===== config.mk =====
export PLATFORM = sky130hd
export DESIGN_NAME = wb_branch_resolve_unit
export DESIGN_NICKNAME = d
export VERILOG_FILES = /design/src/rtl/wb_branch_resolve_unit.sv
export SDC_FILE = /design/constraint.sdc
export NUM_CORES = 1
export LEC_CHECK = 0
export CORE_MARGIN = 2
export CORE_UTILIZATION = 47
export DETAILED_ROUTE_END_ITERATION = 8
export PLACE_DENSITY_LB_ADDON = 0.25
export SETUP_SLACK_MARGIN = 0.15
export SYNTH_ARGS = -nofsm -noshare
export SYNTH_HDL_FRONTEND = slang
export SYNTH_SLANG_ARGS = --single-unit

===== constraint.sdc =====
create_clock -name clk -period 3.85 [get_ports clk]
set_input_delay 0.385 -clock clk [delete_from_list [all_inputs] [get_ports clk]]
set_output_delay 0.385 -clock clk [all_outputs]
set_load 0.01 [all_outputs]

===== src/rtl/wb_branch_resolve_unit.sv =====
// Registered writeback + branch resolve: selects ALU/MEM result, commits NZV flags, redirects fetch on mispredict.
// Latency: 1 cycle from accepted MEM beat to writeback beat / redirect pulse.
// Backpressure: in_ready = !out_valid | out_ready; the output beat is held stable while out_valid & !out_ready.
// Optional: define WB_BRANCH_STATS_EN to add saturating branch / mispredict counters (br_count, mispred_count).
module wb_branch_resolve_unit #(
    parameter int DATA_W      = 16,
    parameter int REG_ADDR_W  = 4,
    parameter int FLUSH_DEPTH = 2,
    parameter int STAT_W      = 16
) (
    input  logic                  clk,
    input  logic                  rst_n,
    input  logic                  in_valid,
    output logic                  in_ready,
    input  logic [DATA_W-1:0]     in_pc_plus2,
    input  logic [DATA_W-1:0]     in_alu,
    input  logic [DATA_W-1:0]     in_mem,
    input  logic                  in_wb_src,
    input  logic                  in_reg_we,
    input  logic [REG_ADDR_W-1:0] in_rd,
    input  logic [2:0]            in_flag_we,
    input  logic [2:0]            in_flags,
    input  logic                  in_branch,
    input  logic [2:0]            in_branch_cond,
    input  logic                  in_pred_taken,
    input  logic                  out_ready,
    output logic                  out_valid,
    output logic                  out_reg_we,
    output logic [REG_ADDR_W-1:0] out_rd,
    output logic [DATA_W-1:0]     out_data,
    output logic                  redirect,
    output logic [DATA_W-1:0]     redirect_pc,
    output logic [2:0]            flags_q
`ifdef WB_BRANCH_STATS_EN
    ,
    output logic [STAT_W-1:0]     br_count,
    output logic [STAT_W-1:0]     mispred_count
`endif
);

    localparam int CNT_W = $clog2(FLUSH_DEPTH + 1);

    typedef enum logic {
        S_IDLE  = 1'b0,
        S_FLUSH = 1'b1
    } state_t;

    state_t                  r_state;
    logic [CNT_W-1:0]        r_cnt;
    logic                    r_redirect;
    logic [DATA_W-1:0]       r_redirect_pc;
    logic                    r_out_valid;
    logic                    r_out_reg_we;
    logic [REG_ADDR_W-1:0]   r_out_rd;
    logic [DATA_W-1:0]       r_out_data;
    logic [2:0]              r_flags;

    logic                    w_in_ready;
    logic                    w_accept;
    logic                    w_squash;
    logic                    w_keep;
    logic                    w_taken;
    logic                    w_mispredict;
    logic [DATA_W-1:0]       w_wb_data;
    logic                    w_n;
    logic                    w_z;
    logic                    w_v;

    assign w_in_ready   = ~r_out_valid | out_ready;
    assign w_accept     = in_valid & w_in_ready;
    assign w_squash     = (r_state == S_FLUSH);
    // A kept beat is one accepted outside the wrong-path window.
    assign w_keep       = w_accept & ~w_squash;
    assign w_wb_data    = in_wb_src ? in_mem : in_alu;
    assign w_n          = r_flags[2];
    assign w_z          = r_flags[1];
    assign w_v          = r_flags[0];
    assign w_mispredict = w_keep & in_branch & (w_taken != in_pred_taken);

    // Branch condition evaluated against committed flags, before this beat's own update.
    always_comb begin
        w_taken = 1'b1;
        case (in_branch_cond)
            3'b000:  w_taken = ~w_z;
            3'b001:  w_taken = w_z;
            3'b010:  w_taken = ~w_z & ~w_n;
            3'b011:  w_taken = w_n;
            3'b100:  w_taken = w_z | (~w_z & ~w_n);
            3'b101:  w_taken = w_n | w_z;
            3'b110:  w_taken = w_v;
            default: w_taken = 1'b1;
        endcase
    end

    // IDLE/FLUSH control with the registered redirect pulse; squash count only moves on accepts.
    always_ff @(posedge clk or negedge rst_n) begin
        if (!rst_n) begin
            r_state       <= S_IDLE;
            r_cnt         <= '0;
            r_redirect    <= 1'b0;
            r_redirect_pc <= '0;
        end else begin
            r_redirect <= 1'b0;
            case (r_state)
                S_IDLE: begin
                    if (w_mispredict) begin
                        r_state       <= S_FLUSH;
                        r_cnt         <= CNT_W'(FLUSH_DEPTH);
                        r_redirect    <= 1'b1;
                        r_redirect_pc <= w_taken ? in_alu : in_pc_plus2;
                    end
                end
                S_FLUSH: begin
                    if (w_accept) begin
                        r_cnt <= r_cnt - CNT_W'(1);
                        if (r_cnt == CNT_W'(1)) begin
                            r_state <= S_IDLE;
                        end
                    end
                end
                default: begin
                    r_state <= S_IDLE;
                    r_cnt   <= '0;
                end
            endcase
        end
    end

    // Writeback output register: load on kept beat, drain when downstream takes it, else hold.
    always_ff @(posedge clk or negedge rst_n) begin
        if (!rst_n) begin
            r_out_valid  <= 1'b0;
            r_out_reg_we <= 1'b0;
            r_out_rd     <= '0;
            r_out_data   <= '0;
        end else if (w_keep) begin
            r_out_valid  <= 1'b1;
            r_out_reg_we <= in_reg_we;
            r_out_rd     <= in_rd;
            r_out_data   <= w_wb_data;
        end else if (out_ready) begin
            // Drop the write enable with valid so a consumer ignoring valid never double-writes.
            r_out_valid  <= 1'b0;
            r_out_reg_we <= 1'b0;
        end
    end

    // Architectural NZV register: per-bit update from kept beats only.
    always_ff @(posedge clk or negedge rst_n) begin
        if (!rst_n) begin
            r_flags <= 3'b000;
        end else if (w_keep) begin
            r_flags <= (in_flag_we & in_flags) | (~in_flag_we & r_flags);
        end
    end

`ifdef WB_BRANCH_STATS_EN
    logic [STAT_W-1:0] r_br_count;
    logic [STAT_W-1:0] r_mispred_count;

    // Saturating counters of resolved branches and mispredicts.
    always_ff @(posedge clk or negedge rst_n) begin
        if (!rst_n) begin
            r_br_count      <= '0;
            r_mispred_count <= '0;
        end else begin
            if (w_keep && in_branch && (r_br_count != {STAT_W{1'b1}})) begin
                r_br_count <= r_br_count + STAT_W'(1);
            end
            if (w_mispredict && (r_mispred_count != {STAT_W{1'b1}})) begin
                r_mispred_count <= r_mispred_count + STAT_W'(1);
            end
        end
    end

    assign br_count      = r_br_count;
    assign mispred_count = r_mispred_count;
`else
    logic [STAT_W-1:0] w_stats_unused;
    assign w_stats_unused = '0;
`endif

    assign in_ready    = w_in_ready;
    assign out_valid   = r_out_valid;
    assign out_reg_we  = r_out_reg_we;
    assign out_rd      = r_out_rd;
    assign out_data    = r_out_data;
    assign redirect    = r_redirect;
    assign redirect_pc = r_redirect_pc;
    assign flags_q     = r_flags;

endmodule


==> summary.txt <==
Placement
  • DP Worst Slack: 1.28 ns
  • Post-DP HPWL: 5310 um
  • Placed Area: 0.00383 mm^2
  • Port buffer count: 111
  • GPL Wtd Cong: 0.763

Timing
  • Crit share post-route: 0.588
  • Max-slew violation count: 0
  • Final setup fails: 0
  • Final Skew: 0.00256 ns
  • Maximum clock rate: 442 MHz
  • Worst-margin pin slew: 1.05 ns
  • Final hold vios: 0
  • Worst Slack Setup Final: 1.59 ns
  • Relative slew slack: 0.299
  • Post-layout min period: 2.26 ns
  • Unrepaired setup endpoints after global routing: no
  • Setup_tns: 0 ns

Logic synthesis
  • Warnings, synthesis: 0
  • Area of the mapped netlist: 0.00271 mm^2
  • Post-synth cell types: 30
  • Post-synth ARST share: 1.00
  • Seq/Total Area, Yosys: 0.416
  • Top cell type's share of synthesized area: 0.416
  • Post-synthesis net count: 345
  • Avg Synthesized Cell Area: 9.85 um^2
  • Cells after synthesis: 275
  • Post-synth EDFFs: 0
  • Top FF cell, synth: dfrtp_1
  • Yosys top cell by area: dfrtp_1
  • Top post-synthesis cells by area: dfrtp_1 42%, mux2i_1 18%, o221a_1 6.7%
  • Yosys reg bits: 45

Global route
  • Total global-route track usage: 0.225
  • Grt ovf: 0
  • Initial antenna violation count: 0
  • Number of global-route vias before repair: 2250
  • First-pass GRT wire length: 11100 um
  • Largest net degree at the start of global routing: 46

CTS
  • Cts bufs inserted: 5
  • Clock transition at path regs: 0.08 ns
  • CTS Sinks: 45
  • Cts repair resizes: 0
  • H-tree depth: 2
  • Skew-Pair Late Insertion Delay: 0.29 ns
  • CTS max path bufs: 2
  • Root Driver: clkbuf_8
  • CTS tree: yes
  • Setup bufs post-CTS: 0
  • Hold_buf cts: 0

Flow run
  • Max-Cap Viols: 0

Worst setup path
  • Worst r2r path cells: 5
  • Crit-path cells: clkdlybuf4s50_1, nand2b_1, nand2_1, nor2_2, nand2_1, mux2_1
  • CP Data Required Time: 4.03 ns
  • Critical Path AT: 2.44 ns
  • Setup Crit Path Kind: primary input to flip-flop
  • Largest delay share family, worst path: simple AND/OR/NAND/NOR gates
  • Buf/Inv on CP: 1
  • CP endpoint kind: flip-flop
  • CP max stage delay: 0.65 ns
  • Flop-to-flop setup slack: 1.81 ns
  • Reg-to-reg startpoint: out_valid$_DFFE_PN0P_
  • Crit path max fanout: 21
  • Slowest-stage cell, CP: nor2_2
  • Startpoint Class: primary input
  • CP most frequent cell: nand2_1

Drt
  • Routed Antenna Nets: 0
  • Wirelength per Cell: 15.8 um
  • Via-to-Cell Ratio: 5.25
  • Residual DRC: 0
  • Routed vias: 2370
  • Initial DRC Count: 142
  • Routed WL: 7120 um
  • DR pass1 iterations: 4

Min path
  • Hold Crit Class: primary input to asynchronous set/reset pin

Outcome
  • Status: completed

Floorplan
  • Row count: 27
  • Die height: 79.9 um
  • Initial core utilization: 0.489
  • IO Pins: 112
  • DIE WIDTH: 79.9 um
  • Die area: 0.00638 mm^2
  • Core area: 0.00554 mm^2

Finish
  • Post-layout nets: 448
  • Area growth syn-to-layout: 46.6%
  • Layout cell share with drive strength beyond 1: 0.0449
  • Ant. Diodes: 0
  • Post-route cell area: 0.00397 mm^2
  • Fill count: 443
  • Storage cell area: 0.00113 mm^2
  • Multi-input logic area: 0.00140 mm^2

Pwr
  • PD cells: 636 mW/mm^2
  • Leak pwr: 1.70 nW
  • Maximum VDD drop: 0.312 mV
  • Pwr Total: 2.52 mW
## layer usage
layer | global-route usage | routed length [um] | part of all wire
met1 | 0.311 | 3250 | 0.46
met3 | 0.0362 | 317 | 0.045
met5 | 0 | 0 | 0
met2 | 0.359 | 3430 | 0.48
met4 | 0.0712 | 124 | 0.017
## where the power goes
| group | switching [mW] | internal [mW] | total (mW) |
|---|---|---|---|
| sequential | 0.176 | 0.685 | 0.862 |
| combinational | 0.535 | 0.709 | 1.24 |
| clock | 0.161 | 0.258 | 0.419 |
## cells by family (layout without fill, tap and decap cells)
group / Yosys count / in the layout / synth area share
xor+xnor: 2 / 2 / 0.00647
fa+ha+maj: 1 / 1 / 0.00462
compound gates: 46 / 46 / 0.129
flops: 45 / 45 / 0.416
simple gates: 87 / 87 / 0.168
buf+inv: 39 / 143 / 0.0693
mux: 55 / 55 / 0.207
## through the flow
step | util | hold slack, ns | cells
final | 0.716 | 0.255 | 451
after global routing | 0.716 | 0.339 | 451
after CTS | 0.716 | 0.295 | 451
after detailed placement | 0.692 | 0.486 | 443
after global placement | 0.692 | 0.466 | 443
after floorplan | - | 0.0894 | 275
## how the worst max path moves through the flow
stage          slack, ns                          to      start  depth (start not counted)
4_1_cts             1.58                   flip-flop  out_ready                          6
5_1_grt             1.40     out_data[2]$_DFFE_PN0P_  out_ready                          7
3_3_place_gp        1.36                   flip-flop  out_ready                          6
2_1_floorplan       2.11  redirect_pc[0]$_DFFE_PN0P_  flip-flop                          7
3_5_place_dp        1.28                   flip-flop  out_ready                          6
6_report            1.59                   flip-flop  out_ready                          6
## sequential cells by signal, summed over array words and instances (netlist names), named ones only
| register | flops |
|---|---|
| out_data | 16 |
| redirect_pc | 16 |
| out_rd | 4 |
| r_cnt | 2 |
| out_reg_we | 1 |
| out_valid | 1 |
| r_state | 1 |
| redirect | 1 |
## placed cells by master, fill, tap and decap left out, drive strengths merged, types with 2 or more instances in the layout
| cell | count |
|---|---|
| a21oi | 18 |
| buf | 7 |
| bufinv | 2 |
| clkbuf | 5 |
| clkdlybuf4s50 | 110 |
| dfrtp | 45 |
| inv | 18 |
| mux2 | 7 |
| mux2i | 48 |
| nand2 | 7 |
| nand2b | 4 |
| nand3 | 3 |
| nor2 | 36 |
| nor2b | 18 |
| nor3b | 17 |
| o21ai | 6 |
| o221a | 16 |
| xnor2 | 2 |
## cell usage after synthesis (2+ instances only)
master / count
clkbuf_1: 10
nor3b_1: 17
mux2i_1: 48
buf_1: 2
o21ai_1: 4
nand2_1: 7
nand2b_1: 4
mux2_1: 7
a21oi_1: 18
nor2b_1: 18
inv_1: 18
o21ai_0: 2
nand3_1: 3
nor2_1: 36
buf_6: 2
xnor2_1: 2
dfrtp_1: 45
o221a_1: 16
buf_2: 5
## worst reg2reg max path: stages, from the launching register on
cell and delay, ns:
dfrtp_1 0.39, nand2b_1 0.22, nand2_1 0.17, nor2_2 0.65, nand2_1 0.14, mux2_1 0.35
## area by class of cell
class,instances,share of cell area
repair buffers,117,0.290
clock inverters,3,0.0164
well taps,72,0.0227
inverters,18,0.0170
flip-flops and latches,45,0.284
clock buffers,5,0.0173
multi-input cells,191,0.353
No activity file was read; power rests on OpenSTA's default activity.
